==> config.mk <==
export PLATFORM = sky130hd
export DESIGN_NAME = spi_slv_param
export DESIGN_NICKNAME = d
export VERILOG_FILES = /design/src/rtl/spi_slv_param.sv
export SDC_FILE = /design/constraint.sdc
export NUM_CORES = 1
export LEC_CHECK = 0
export CORE_MARGIN = 5
export CORE_UTILIZATION = 55
export CTS_CLUSTER_DIAMETER = 120
export DETAILED_ROUTE_END_ITERATION = 8
export MAX_ROUTING_LAYER = met4
export PLACE_DENSITY = 0.8
export SYNTH_ARGS = -nofsm -noshare
export SYNTH_HDL_FRONTEND = slang
export SYNTH_SLANG_ARGS = --single-unit
==> constraint.sdc <==
create_clock -name clk -period 4.44 [get_ports clk]
set_input_delay 0.444 -clock clk [delete_from_list [all_inputs] [get_ports clk]]
set_output_delay 0.444 -clock clk [all_outputs]
set_load 0.02 [all_outputs]
==> src/rtl/spi_slv_param.sv <==
// spi_slv_param: parametrised SPI slave for the DSO command interface.
// Full-duplex: shifts a DATA_W-bit command in on MOSI while shifting the
// buffered response out on MISO. Supports all four CPOL/CPHA modes, checks
// frame length and flags command overrun.
// Optional feature macro: SPI_SLV_FRAME_ERR_EN adds a frame_err pulse output
// for frames whose bit count differs from DATA_W.
module spi_slv_param #(
  parameter int DATA_W = 16,
  parameter int CPOL   = 0,
  parameter int CPHA   = 0
) (
  input  logic              clk,
  input  logic              rst,
  input  logic              SCLK,
  input  logic              SS_n,
  input  logic              MOSI,
  output logic              MISO,
  input  logic [DATA_W-1:0] tx_data,
  input  logic              tx_ld,
  output logic              rsp_rdy,
  output logic [DATA_W-1:0] cmd_rcvd,
  output logic              cmd_rdy,
  input  logic              clr_cmd_rdy,
  output logic              overrun
`ifdef SPI_SLV_FRAME_ERR_EN
  ,
  output logic              frame_err
`endif
);

  localparam int CNT_W = $clog2(DATA_W + 2);
  localparam logic [CNT_W-1:0] FULL_CNT = CNT_W'(DATA_W);
  localparam logic [CNT_W-1:0] MAX_CNT  = CNT_W'(DATA_W + 1);
  localparam logic [CNT_W-1:0] CNT_ONE  = CNT_W'(1);
  localparam logic CPOL_L      = (CPOL != 0) ? 1'b1 : 1'b0;
  localparam logic CPHA_L      = (CPHA != 0) ? 1'b1 : 1'b0;
  localparam logic SAMPLE_RISE = (CPOL_L == CPHA_L) ? 1'b1 : 1'b0;

  typedef enum logic [0:0] {ST_IDLE = 1'b0, ST_ACTIVE = 1'b1} state_t;

  state_t            state_r, next_state_s;
  logic              sclk_ff1_r, sclk_ff2_r, sclk_ff3_r;
  logic              mosi_ff1_r, mosi_ff2_r, mosi_ff3_r;
  logic              ss1_r, ss2_r, ss3_r;
  logic              sclk_rise_s, sclk_fall_s, sample_edge_s, launch_edge_s;
  logic              ss_fall_s, ss_rise_s;
  logic              frame_start_s, frame_end_s, sample_en_s, launch_en_s;
  logic [DATA_W-1:0] rx_shft_r, tx_shft_r, resp_buf_r, cmd_rcvd_r;
  logic [CNT_W-1:0]  bit_cnt_r;
  logic              first_launch_r, rsp_rdy_r, cmd_rdy_r, overrun_r;

  // Three-flop synchronisers for the asynchronous SPI pins; SS_n flops reset
  // low so a select already asserted at reset release never looks like a start.
  always_ff @(posedge clk) begin
    if (rst) begin
      {sclk_ff1_r, sclk_ff2_r, sclk_ff3_r} <= {3{CPOL_L}};
      {mosi_ff1_r, mosi_ff2_r, mosi_ff3_r} <= 3'b000;
      {ss1_r, ss2_r, ss3_r}                <= 3'b000;
    end else begin
      {sclk_ff1_r, sclk_ff2_r, sclk_ff3_r} <= {SCLK, sclk_ff1_r, sclk_ff2_r};
      {mosi_ff1_r, mosi_ff2_r, mosi_ff3_r} <= {MOSI, mosi_ff1_r, mosi_ff2_r};
      {ss1_r, ss2_r, ss3_r}                <= {SS_n, ss1_r, ss2_r};
    end
  end

  assign sclk_rise_s = sclk_ff2_r & ~sclk_ff3_r;
  assign sclk_fall_s = ~sclk_ff2_r & sclk_ff3_r;
  assign ss_fall_s   = ~ss2_r & ss3_r;
  assign ss_rise_s   = ss2_r & ~ss3_r;

  // Pick the sample and launch edges for the configured SPI mode.
  always_comb begin
    sample_edge_s = 1'b0;
    launch_edge_s = 1'b0;
    if (SAMPLE_RISE) begin
      sample_edge_s = sclk_rise_s;
      launch_edge_s = sclk_fall_s;
    end else begin
      sample_edge_s = sclk_fall_s;
      launch_edge_s = sclk_rise_s;
    end
  end

  // Frame state register.
  always_ff @(posedge clk) begin
    if (rst) begin
      state_r <= ST_IDLE;
    end else begin
      state_r <= next_state_s;
    end
  end

  // Next-state and per-cycle strobes; SCLK edges only matter inside a frame.
  always_comb begin
    next_state_s  = state_r;
    frame_start_s = 1'b0;
    frame_end_s   = 1'b0;
    sample_en_s   = 1'b0;
    launch_en_s   = 1'b0;
    case (state_r)
      ST_IDLE: begin
        if (ss_fall_s) begin
          next_state_s  = ST_ACTIVE;
          frame_start_s = 1'b1;
        end else begin
          next_state_s = ST_IDLE;
        end
      end
      ST_ACTIVE: begin
        if (ss_rise_s) begin
          next_state_s = ST_IDLE;
          frame_end_s  = 1'b1;
        end else begin
          next_state_s = ST_ACTIVE;
          sample_en_s  = sample_edge_s;
          launch_en_s  = launch_edge_s;
        end
      end
      default: begin
        next_state_s = ST_IDLE;
      end
    endcase
  end

  // Receive shifter and saturating bit counter (saturation lets long frames be told apart).
  always_ff @(posedge clk) begin
    if (rst) begin
      rx_shft_r <= {DATA_W{1'b0}};
      bit_cnt_r <= {CNT_W{1'b0}};
    end else if (frame_start_s) begin
      rx_shft_r <= {DATA_W{1'b0}};
      bit_cnt_r <= {CNT_W{1'b0}};
    end else if (sample_en_s) begin
      rx_shft_r <= {rx_shft_r[DATA_W-2:0], mosi_ff3_r};
      if (bit_cnt_r != MAX_CNT) begin
        bit_cnt_r <= bit_cnt_r + CNT_ONE;
      end
    end
  end

  // Transmit shifter; in CPHA=1 the first launch edge finds the MSB already on MISO.
  always_ff @(posedge clk) begin
    if (rst) begin
      tx_shft_r      <= {DATA_W{1'b0}};
      first_launch_r <= 1'b0;
    end else if (frame_start_s) begin
      tx_shft_r      <= resp_buf_r;
      first_launch_r <= 1'b1;
    end else if (launch_en_s) begin
      first_launch_r <= 1'b0;
      if (!(CPHA_L && first_launch_r)) begin
        tx_shft_r <= {tx_shft_r[DATA_W-2:0], 1'b0};
      end
    end
  end

  // Response buffer; a load in the frame-start cycle wins the rsp_rdy flag
  // while the starting frame still takes the previous buffer contents.
  always_ff @(posedge clk) begin
    if (rst) begin
      resp_buf_r <= {DATA_W{1'b0}};
      rsp_rdy_r  <= 1'b0;
    end else if (tx_ld) begin
      resp_buf_r <= tx_data;
      rsp_rdy_r  <= 1'b1;
    end else if (frame_start_s) begin
      rsp_rdy_r <= 1'b0;
    end
  end

  // Command hand-off: only exact-length frames update cmd_rcvd; set beats clear.
  always_ff @(posedge clk) begin
    if (rst) begin
      cmd_rcvd_r <= {DATA_W{1'b0}};
      cmd_rdy_r  <= 1'b0;
      overrun_r  <= 1'b0;
    end else if (frame_end_s && (bit_cnt_r == FULL_CNT)) begin
      cmd_rcvd_r <= rx_shft_r;
      cmd_rdy_r  <= 1'b1;
      if (cmd_rdy_r && !clr_cmd_rdy) begin
        overrun_r <= 1'b1;
      end else if (clr_cmd_rdy) begin
        overrun_r <= 1'b0;
      end
    end else if (clr_cmd_rdy) begin
      cmd_rdy_r <= 1'b0;
      overrun_r <= 1'b0;
    end
  end

`ifdef SPI_SLV_FRAME_ERR_EN
  logic frame_err_r;

  // One-cycle pulse when a frame closes with the wrong bit count.
  always_ff @(posedge clk) begin
    if (rst) begin
      frame_err_r <= 1'b0;
    end else begin
      frame_err_r <= frame_end_s && (bit_cnt_r != FULL_CNT);
    end
  end

  assign frame_err = frame_err_r;
`endif

  assign MISO     = tx_shft_r[DATA_W-1];
  assign rsp_rdy  = rsp_rdy_r;
  assign cmd_rcvd = cmd_rcvd_r;
  assign cmd_rdy  = cmd_rdy_r;
  assign overrun  = overrun_r;

endmodule

Word level (Yosys, flattened, before mapping) --
Index checks and enable logic that the tools add are counted.
Word-level totals: input bits 23, word-level logic and storage cells 57, output and inout port bits 20, register bits after elaboration 82
Operators by class: mux-type cells 19, reductions and logical operators 8, add/subtract/negate cells 1, equality and inequality tests 2, bitwise logic cells 9
Operators with widths (count):
- two-way mux 16 bit | 2
- two-way mux 1 bit | 16
- nonzero test 2 bit | 3
- adder 5 x 1 -> 5 bit (second input constant) | 1
- equality test 5 bit (second input constant) | 1
- inequality test 5 bit (second input constant) | 1
- inverter 1 bit | 5
- AND 1 bit | 4
- logical AND 1 bit | 2
- case mux 1 bit (2 select lines) | 1
- AND reduction 2 bit | 1
- OR reduction 2 bit | 1
- logical NOT 1 bit | 1

Longest topological paths before layout --
Gate-level depths: netlist (run 1).
depth in word-level cells 6, gate-level depth with buffers 7, depth with buffers taken out 6

Worst setup path before layout (run 1) --
Ideal clock, no wire load.
path kind register -> register, start point register state_r, end point register tx_shft_r[10], path buffers 3, clock period less this slack 1.409 ns, path slack 3.031 ns, setup time 0.119 ns, stages on the path, launching flop included 8, data arrival time 1.290 ns, required time 4.321 ns, cell sequence dfxtp_1 > buf_6 > or3b_1 > buf_6 > buf_6 > nor2_2 > nor2_1 > o221a_2
Between the ends: word-level cells in the longest chain between the ends 2, elaborated cells between the ends (all ways) 4, those cells by class 3 x mux; 1 x reduce/logical
RTL lines:
- start, declared | RTL line 41 | state_t state_r, next_state_s;
- start signal, assigned | RTL line 89 | state_r <= next_state_s;
- two-way mux 1 bit | RTL line 100 | case (state_r)
- two-way mux 16 bit or nonzero test 2 bit (tied branches)
- end signal, assigned | RTL line 144 | tx_shft_r <= {DATA_W{1'b0}};
- end signal, assigned | RTL line 147 | tx_shft_r <= resp_buf_r;
- end signal, assigned | RTL line 152 | tx_shft_r <= {tx_shft_r[DATA_W-2:0], 1'b0};
- end, declared | RTL line 48 | logic [DATA_W-1:0] rx_shft_r, tx_shft_r, resp_buf_r, cmd_rcvd_r;
Parallel ways exist; a longest one is shown, timed or not. A chain may end at the register's enable or synchronous reset.

Worst setup path in the final report (run 1) --
start point register state_r, end point register bit_cnt_r[2]
Between the ends: word-level cells in the longest chain between the ends 2, elaborated cells between the ends (all ways) 4, those cells by class 2 x mux; 2 x reduce/logical
RTL lines:
- two-way mux 1 bit | RTL line 100
- AND reduction 2 bit (no source line) or OR reduction 2 bit (tied branches)
- end signal, assigned | RTL line 129 | bit_cnt_r <= {CNT_W{1'b0}};
- end signal, assigned | RTL line 132 | bit_cnt_r <= {CNT_W{1'b0}};
- end signal, assigned | RTL line 136 | bit_cnt_r <= bit_cnt_r + CNT_ONE;
- end, declared | RTL line 49 | logic [CNT_W-1:0] bit_cnt_r;
Parallel ways exist; a longest one is shown, timed or not.

==> results.sh, run 1 <==
export IMPL_status="finished clean"
export IMPL_p_sw_mw=0.282
export IMPL_seqPwrFrac=0.568
export IMPL_routabilityCongestion=0.767
export IMPL_p_leak_nw=1.50
export IMPL_ys_seq_elements=82
export IMPL_cap_violations=0
export IMPL_skew_ns=0.00746
export IMPL_tightest_slew_ns=0.981
export IMPL_internal_power_mw=1.06
export IMPL_drive_above_1_share=0.110
export IMPL_first_pass_iters=4
export IMPL_cp_buffers_inverters=0
export IMPL_ant_nets=0
export IMPL_ios=43
export IMPL_dieArea_um2=7270
export IMPL_period_needed_ns=2.31
export IMPL_finalHoldViolCount=0
export IMPL_track_usage=0.158
export IMPL_area_growth_syn_to_layout_pct=17.7
export IMPL_multi_input_area_um2=1310
export IMPL_cts_resized=0
export IMPL_cts_buffer_depth=2
export IMPL_grt_pass1_vias=2021
export IMPL_yosys_most_used_dff="dfxtp_1"
export IMPL_port_buffers=42
export IMPL_slew_headroom=0.344
export IMPL_die_y_um=85.2
export IMPL_first_iter_violations=67
export IMPL_preCtsSetupSlack_ns=2.14
export IMPL_postCtsSetupBuffers=0
export IMPL_start_util=0.566
export IMPL_syn_area_um2=3110
export IMPL_arrival_ns=2.55
export IMPL_power_density_nw_per_um2=367
export IMPL_max_freq_mhz=434
export IMPL_grt_max_degree=63
export IMPL_cp_slowest_cell="or3b_1"
export IMPL_num_nets_final=376
export IMPL_yosysWarnings=0
export IMPL_hp_class="reg2reg"
export IMPL_yosysTopAreaCellShare=0.527
export IMPL_drcViolationCount=0
export IMPL_ys_seq_area_frac=0.527
export IMPL_cts_max_level=3
export IMPL_endpoint_kind="flip-flop"
export IMPL_crit_required_ns=4.69
export IMPL_core_area_um2=5510
export IMPL_fp_dieW_um=85.2
export IMPL_synthDominantAreaCellType="dfxtp_1"
export IMPL_antenna_found_initial=0
export IMPL_clock_latency_ns=0.33
export IMPL_gr_total_overflow=0
export IMPL_num_fill_cells=445
export IMPL_cts_num_sinks=82
export IMPL_hpwlAfterDp_um=3480
export IMPL_crit_path_cell_trace="or3b_1 > nand2b_1 > a21oi_1"
export IMPL_postLayoutCellArea_um2=3660
export IMPL_pwr_share_clk=0.379
export IMPL_cp_max_fo=21
export IMPL_mostFrequentLayoutCells="dfxtp_1 (82), nor2_1 (61), clkdlybuf4s50_1 (41)"
export IMPL_wl_per_cell_um=12.3
export IMPL_rsz0062_at_grt="false"
export IMPL_crit_family="simple AND/OR/NAND/NOR gates"
export IMPL_synthArstFlopShare=0
export IMPL_cts_buffers_inserted=9
export IMPL_grt_pass1_wl_um=8980
export IMPL_synthTopCellsByArea="dfxtp_1 (53%), mux2i_1 (11%), nor2_1 (7.4%)"
export IMPL_syn_inst=317
export IMPL_vias=2148
export IMPL_clk_pin_slew_ns=0.07
export IMPL_root_buffer="clkbuf_8"
export IMPL_synth_cell_types=31
export IMPL_finalMaxSlewViolations=0
export IMPL_worst_slack_ns=2.13
export IMPL_cts_tree="built"
export IMPL_drt_wl_total_um=5260
export IMPL_cts_hold_buf=0
export IMPL_via_per_inst=5.04
export IMPL_slowest_delay_ns=0.79
export IMPL_layout_commonest_cell="dfxtp_1"
export IMPL_pwr_share_comb=0.054
export IMPL_setup_viol=0
export IMPL_synth_edf_count=0
export IMPL_diodes=0
export IMPL_crit_path_start_kind="flip-flop"
export IMPL_p_sw_frac=0.210
export IMPL_regArea_um2=1640
export IMPL_place_area_um2=3480
export IMPL_irDropWorstVdd_v=0.000268
export IMPL_postSynthAreaPerCell_um2=9.82
export IMPL_period_share=0.519
export IMPL_syn_nets=343
export IMPL_std_cell_rows=27
export IMPL_path_class="reg2reg"
export IMPL_fin_setup_tns_ns=0
## power groups by stage
stage	Combinational (mW)	Sequential [mW]	Clock [mW]
floorplan	0.0495	0.778	0
global placement	0.0716	0.780	0
detailed placement	0.0734	0.781	0
CTS	0.0738	0.764	0.522
global route	0.0803	0.765	0.563
finish	0.0725	0.763	0.509
## final timing paths
check | from | cells past startpoint | slack [ns] | end
hold reg to reg | mosi_ff2_r | 1 | 0.44 | mosi_ff3_r
setup reg to reg | state_r | 3 | 2.13 | bit_cnt_r[2]
hold / removal | mosi_ff2_r | 1 | 0.44 | mosi_ff3_r
setup / recovery | state_r | 3 | 2.13 | bit_cnt_r[2]
## final cells by class
type,instances,area share
flip-flops and latches,82,0.448
multi-input cells,211,0.358
repair buffers,43,0.115
clock buffers,12,0.0396
well taps,72,0.0246
clock inverters,3,0.0109
inverters,3,0.00307
## cells in the mapped netlist (4+ instances only)
master / instances
clkbuf_1: 5
buf_4: 8
mux2i_1: 33
buf_2: 4
nor2_2: 8
nor2_1: 61
nand2_1: 35
nor2b_1: 11
dfxtp_1: 82
nand2b_1: 4
o221a_2: 14
a21oi_1: 22
## routing by layer
layer | vias to the layer above | global-route usage | wire length [um]
met4 | 0 | 0.0935 | 129
met5 | - | - | 0
met3 | 11 | 0.0311 | 260
li1 | 1128 | - | -
met2 | 43 | 0.260 | 2490
met1 | 966 | 0.177 | 2380
## sequential cells by signal, summed over array words and instances (netlist names)
name / flops
mosi_ff2_r: 1
rsp_rdy: 1
sclk_ff2_r: 1
overrun: 1
bit_cnt_r: 5
state_r: 1
ss2_r: 1
cmd_rdy: 1
sclk_ff1_r: 1
ss1_r: 1
mosi_ff1_r: 1
tx_shft_r: 16
ss3_r: 1
resp_buf_r: 16
rx_shft_r: 16
mosi_ff3_r: 1
cmd_rcvd: 16
sclk_ff3_r: 1
## logic make-up after synthesis
family / after synthesis / share of synthesized area
buf+inv: 24 / 0.0510
simple gates: 134 / 0.205
mux: 33 / 0.106
compound gates: 38 / 0.0904
xor+xnor: 3 / 0.00844
flops: 82 / 0.527
fa+ha+maj: 3 / 0.0121
## through the flow
stage | total power, mW | util | instances | hold WS (ns)
floorplan | 0.828 | - | 317 | 0.414
global placement | 0.852 | 0.632 | 411 | 0.417
detailed placement | 0.854 | 0.632 | 411 | 0.422
CTS | 1.36 | 0.666 | 426 | 0.439
global route | 1.41 | 0.666 | 426 | 0.461
finish | 1.35 | 0.666 | 426 | 0.436
(Power assumes the default switching activity.)
==> run 2, diff against run 1 <==
--- a/config.mk
+++ b/config.mk
@@ -6,11 +6,11 @@
 export NUM_CORES = 1
 export LEC_CHECK = 0
 export CORE_MARGIN = 5
-export CORE_UTILIZATION = 55
+export CORE_UTILIZATION = 54
 export CTS_CLUSTER_DIAMETER = 120
 export DETAILED_ROUTE_END_ITERATION = 8
 export MAX_ROUTING_LAYER = met4
-export PLACE_DENSITY = 0.8
+export PLACE_DENSITY = 0.79
 export SYNTH_ARGS = -nofsm -noshare
 export SYNTH_HDL_FRONTEND = slang
 export SYNTH_SLANG_ARGS = --single-unit
==> constraint.sdc (replaced) <==
create_clock -name clk -period 2.2 [get_ports clk]
set_input_delay 0.22 -clock clk [delete_from_list [all_inputs] [get_ports clk]]
set_output_delay 0.22 -clock clk [all_outputs]
set_load 0.02 [all_outputs]
==> run 2 against run 1 <==
Wire length is 0.38% higher; via count rose by 2.9%; fmax rose by 37%; largest power group unchanged; setup slack worse by 1.6 ns; flip-flop and latch count unchanged; sequential power increased by 100%; critical endpoint is now tx_shft_r[9]; first-iteration DRC count rose by 19%; highest routed layer unchanged; combinational power up 110%; cell count up 1.6%.
==> results.sh, run 2 (synthesis results as in run 1) <==
export IMPL_hp_class="in2reg"
export IMPL_setup_viol=0
export IMPL_first_pass_iters=5
export IMPL_cts_buffer_depth=2
export IMPL_ios=43
export IMPL_root_buffer="clkbuf_8"
export IMPL_layout_commonest_cell="dfxtp_1"
export IMPL_use_met1=0.170
export IMPL_period_needed_ns=1.69
export IMPL_routabilityCongestion=0.842
export IMPL_power_mw=2.62
export IMPL_postCtsSetupBuffers=0
export IMPL_first_iter_violations=80
export IMPL_track_usage=0.155
export IMPL_path_class="reg2reg"
export IMPL_status="finished clean"
export IMPL_clk_pin_slew_ns=0.08
export IMPL_reg2regPathDepth=5
export IMPL_grt_use_met2=0.261
export IMPL_tightest_slew_ns=0.658
export IMPL_ant_nets=0
export IMPL_wl_per_cell_um=12.2
export IMPL_reg2reg_to="tx_shft_r[9]"
export IMPL_cts_num_sinks=82
export IMPL_cap_violations=0
export IMPL_fin_setup_tns_ns=0
export IMPL_period_share=0.768
export IMPL_power_density_nw_per_um2=709
export IMPL_cts_buffers_inserted=9
export IMPL_port_buffers=42
export IMPL_dieArea_um2=7390
export IMPL_fp_dieW_um=85.9
export IMPL_core_area_um2=5540
export IMPL_clock_latency_ns=0.34
export IMPL_cp_slowest_cell="or3b_1"
export IMPL_cp_max_fo=12
export IMPL_cts_hold_buf=0
export IMPL_grt_pass1_vias=2099
export IMPL_die_y_um=85.9
export IMPL_finish_utilization=0.667
export IMPL_crit_path_cell_trace="or3b_1 > buf_4 > nor2_2 > nor2_1 > o221a_2"
export IMPL_grt_max_degree=36
export IMPL_drive_above_1_share=0.130
export IMPL_slew_headroom=0.561
export IMPL_irDropWorstVdd_v=0.000369
export IMPL_slowest_delay_ns=0.61
export IMPL_diodes=0
export IMPL_std_cell_rows=27
export IMPL_whs_endpoint="resp_buf_r[15]"
export IMPL_arrival_ns=1.92
export IMPL_grt_pass1_wl_um=8940
export IMPL_start_util=0.562
export IMPL_crit_required_ns=2.43
export IMPL_min_from="rst"
export IMPL_endpoint_kind="flip-flop"
export IMPL_num_nets_final=382
export IMPL_via_per_inst=5.11
export IMPL_gr_total_overflow=0
export IMPL_max_freq_mhz=592
export IMPL_antenna_found_initial=0
export IMPL_hpwlAfterDp_um=3620
export IMPL_finalMaxSlewViolations=0
export IMPL_crit_path_start_kind="flip-flop"
export IMPL_drcViolationCount=0
export IMPL_r2r_slack_ns=0.51
export IMPL_cts_resized=0
export IMPL_whs_path_depth=2
export IMPL_p_leak_nw=1.52
export IMPL_finalHoldViolCount=0
export IMPL_vias=2211
export IMPL_cts_max_level=3
export IMPL_skew_ns=0.00552
export IMPL_r2r_start="state_r"
export IMPL_rsz0062_at_grt="false"
export IMPL_busiest_layer="met2"
export IMPL_area_growth_syn_to_layout_pct=18.7
export IMPL_cts_tree="built"
export IMPL_mostFrequentLayoutCells="dfxtp_1 (82), nor2_1 (61), clkdlybuf4s50_1 (41)"
export IMPL_drt_wl_total_um=5280
export IMPL_met3_usage=0.0336
==> run 2: worst max path at each step <==
stage,from,endpoint,cells past startpoint
after floorplan,state_r,tx_shft_r[10],7
after global placement,state_r,tx_shft_r[10],5
after detailed placement,state_r,tx_shft_r[9],5
after CTS,state_r,tx_shft_r[9],5
after global routing,ss2_r,cmd_rcvd[1],4
final,state_r,tx_shft_r[9],5
==> run 2: cell type report <==
type                            count  area [um2]
Fill cell                         477        1840
Sequential cell                    82        1640
Multi-Input combinational cell    211        1310
Timing Repair Buffer               49         468
Clock buffer                       11         141
Tap cell                           72        90.1
Clock inverter                      5        30.0
Inverter                            3        11.3
==> run 2: power breakdown <==
group / switching [mW] / total (mW) / internal, mW
combinational: 0.0695 / 0.152 / 0.0826
clock: 0.494 / 0.929 / 0.435
sequential: 0.0217 / 1.54 / 1.52
==> run 2: per-stage QoR <==
stage | instances | area, um2 | worst slack [ns] | hold WS, ns
after floorplan | 317 | 3110 | 0.791 | 0.299
after global placement | 417 | 3520 | 0.560 | 0.419
after detailed placement | 417 | 3520 | 0.517 | 0.424
after CTS | 433 | 3700 | 0.509 | 0.386
after global routing | 433 | 3700 | 0.380 | 0.427
final | 433 | 3700 | 0.511 | 0.402
==> run 2: worst max-delay path, delay by kind of cell (launching register included) <==
family	cells	cell delay (ns)
simple gates	3	0.74
compound gates	1	0.15
flops	1	0.40
buf+inv	1	0.28
==> run 2: routing by layer <==
| layer | routed length (um) | vias to the layer above | share of wire |
|---|---|---|---|
| li1 | - | 1142 | - |
| met4 | 51 | 0 | 0.0097 |
| met2 | 2570 | 50 | 0.49 |
| met1 | 2350 | 1012 | 0.45 |
| met5 | 0 | - | 0 |
| met3 | 304 | 7 | 0.058 |
==> variant (settings of run 2) <==
Set the parameter `CPOL` to 1 (it was 0).
--- a/src/rtl/spi_slv_param.sv
+++ b/src/rtl/spi_slv_param.sv
@@ -6,7 +6,7 @@
 // for frames whose bit count differs from DATA_W.
 module spi_slv_param #(
   parameter int DATA_W = 16,
-  parameter int CPOL   = 0,
+  parameter int CPOL   = 1,
   parameter int CPHA   = 0
 ) (
   input  logic              clk,
Check against the original RTL: not equivalent (Yosys sat finds a counterexample within 10 cycles, from zero or initial values and one cycle with rst high).
==> variant against run 2 <==
Total power up 1.6%; synthesized area down 0.16%; worst setup slack gained 0.12 ns; wire length is 0.38% lower; via count fell by 1.0%; count of clock-buffer cells in the layout increased by 3; critical path depth fell by 1; sequential cell count unchanged; synthesized cell count did not move; final area grew 0.71%; global-route usage is 0.21 points higher; critical endpoint is now overrun$_SDFF_PP0_; highest routed layer unchanged.
==> variant: results (changes against run 2) <==
* Fin cells at 435 (+0.46%)
* Largest net degree at the start of global routing at 22 (-39%)
* GRT Total Usage at 0.157 (+0.00207)
* Placed Area at 3540 um^2 (+0.43%)
* Post-synth cell types at 32 (+3.2%)
* # Post-CTS Setup Buffers at 0 (unchanged)
* Clock root buffer: clkbuf_8
* Top cells by count, synth: dfxtp_1, nor2_1, nand2_1, mux2i_1, a21oi_1
* Initial DRT Pass Iterations at 4 (-1)
* Max VDD drop at 478 uV (+29%)
* Worst Skew at 0.00582 ns (+0.000302 ns)
* CTS Buffer Depth at 2 (unchanged)
* H-tree depth at 3 (unchanged)
* Vias at 2189 (-1.0%)
* GPL Wtd Cong at 0.815 (-3.2%)
* Share of layout cells above drive strength 1 at 0.140 (+0.0103)
* Slew @ Worst Pin at 0.560 ns (-0.0978 ns)
* Pleak at 1.54 nW (+1.6%)
* Placed cells at 419 (+0.48%)
* Port Buffers at 42 (unchanged)
* CP Max Fanout at 17 (+5)
* Post-DP HPWL at 3550 um (-1.9%)
* Outcome: finished, final reports clean
* Ant. Diodes at 0 (unchanged)
* Wire length per cell at 12.1 um (-0.84%)
* Syn Nets at 343 (unchanged)
* Drt first-iter violations at 86 (+7.5%)
* Clock Latency Late Sink at 0.34 ns (about the same)
* Nets at 384 (+0.52%)
* Avg Synthesized Cell Area at 9.81 um^2 (-0.16%)
* Global-route wire length before repair at 8970 um (+0.31%)
* Min-delay worst type: in -> reg
* Syn. warnings at 0 (unchanged)
* Post-synthesis sequential area ratio at 0.528 (+0.000848)
* Clock slew at reported path FFs at 0.07 ns
* Top post-synthesis cells by area: dfxtp_1, mux2i_1, nor2_1
* CP arrival at 1.83 ns (-0.09 ns)
* Vias in the first global route at 2052 (-2.2%)
* Post-CTS sizing at 0 (unchanged)
* CTS Buf Count at 9 (unchanged)
-- variant: cell types whose count changed after synthesis --
cell and delta:
buf_2 +2, buf_4 -2, nor2b_1 -3, or2_2 +3
-- variant: routing by layer --
metal / track usage / wire length (um) / vias up / part of all wire
li1: - / - / 1146 / -
met1: 0.187 / 2510 / 993 / 0.48
met2: 0.248 / 2410 / 46 / 0.46
met3: 0.0557 / 297 / 4 / 0.056
met4: 0.0518 / 44 / 0 / 0.0084
met5: - / 0 / - / 0
-- variant: final cells by class --
cell class                 instances  area [um^2]
clock inverter                     2         10.0
fill                             471         1820
multi-input combinational        211         1310
clock buffer                      14          173
sequential                        82         1640
timing repair buffer              51          483
inverter                           3         11.3
tap                               72         90.1
-- variant: cell families after synthesis --
| group | after synthesis | share of synthesized area |
|---|---|---|
| xor gates and xnor gates | 3 | 0.00845 |
| buffers and inverters | 24 | 0.0495 |
| adders and majority gates | 3 | 0.0121 |
| DFF | 82 | 0.528 |
| AOI/OAI and AO/OA | 38 | 0.0905 |
| muxes | 33 | 0.106 |
| and+or+nand+nor | 134 | 0.205 |
-- variant: worst paths after layout --
path | slack [ns] | from | endpoint | cells after the start
worst min register to register | 0.42 | sclk_ff1_r$_SDFF_PP1_ | sclk_ff2_r$_SDFF_PP1_ | 1
worst max-delay path | 0.63 | ss2_r$_SDFF_PP0_ | overrun$_SDFF_PP0_ | 4
worst max register to register | 0.63 | ss2_r$_SDFF_PP0_ | overrun$_SDFF_PP0_ | 4
worst min-delay path | 0.28 | rst | ss1_r$_SDFF_PP0_ | 2
-- variant: worst max-delay path: stages (launching register included) --
cell	delay, ns
dfxtp_1	0.37
nor2b_1	0.26
and4_1	0.60
a21oi_1	0.14
nor3_1	0.13
-- variant: where the power goes --
part           internal (W)  total [W]  switching [W]
Sequential          0.00152    0.00154      0.0000209
Combinational     0.0000842   0.000153      0.0000689
Clock              0.000500   0.000971       0.000471
Total               0.00210    0.00267       0.000561
-- variant: through the flow --
step / setup slack [ns] / util / total power, W
2_1_floorplan: 0.787 / - / 0.00167
3_3_place_gp: 0.675 / 0.639 / 0.00173
3_5_place_dp: 0.631 / 0.639 / 0.00173
4_1_cts: 0.611 / 0.672 / 0.00270
5_1_grt: 0.351 / 0.672 / 0.00280
6_report: 0.633 / 0.672 / 0.00267
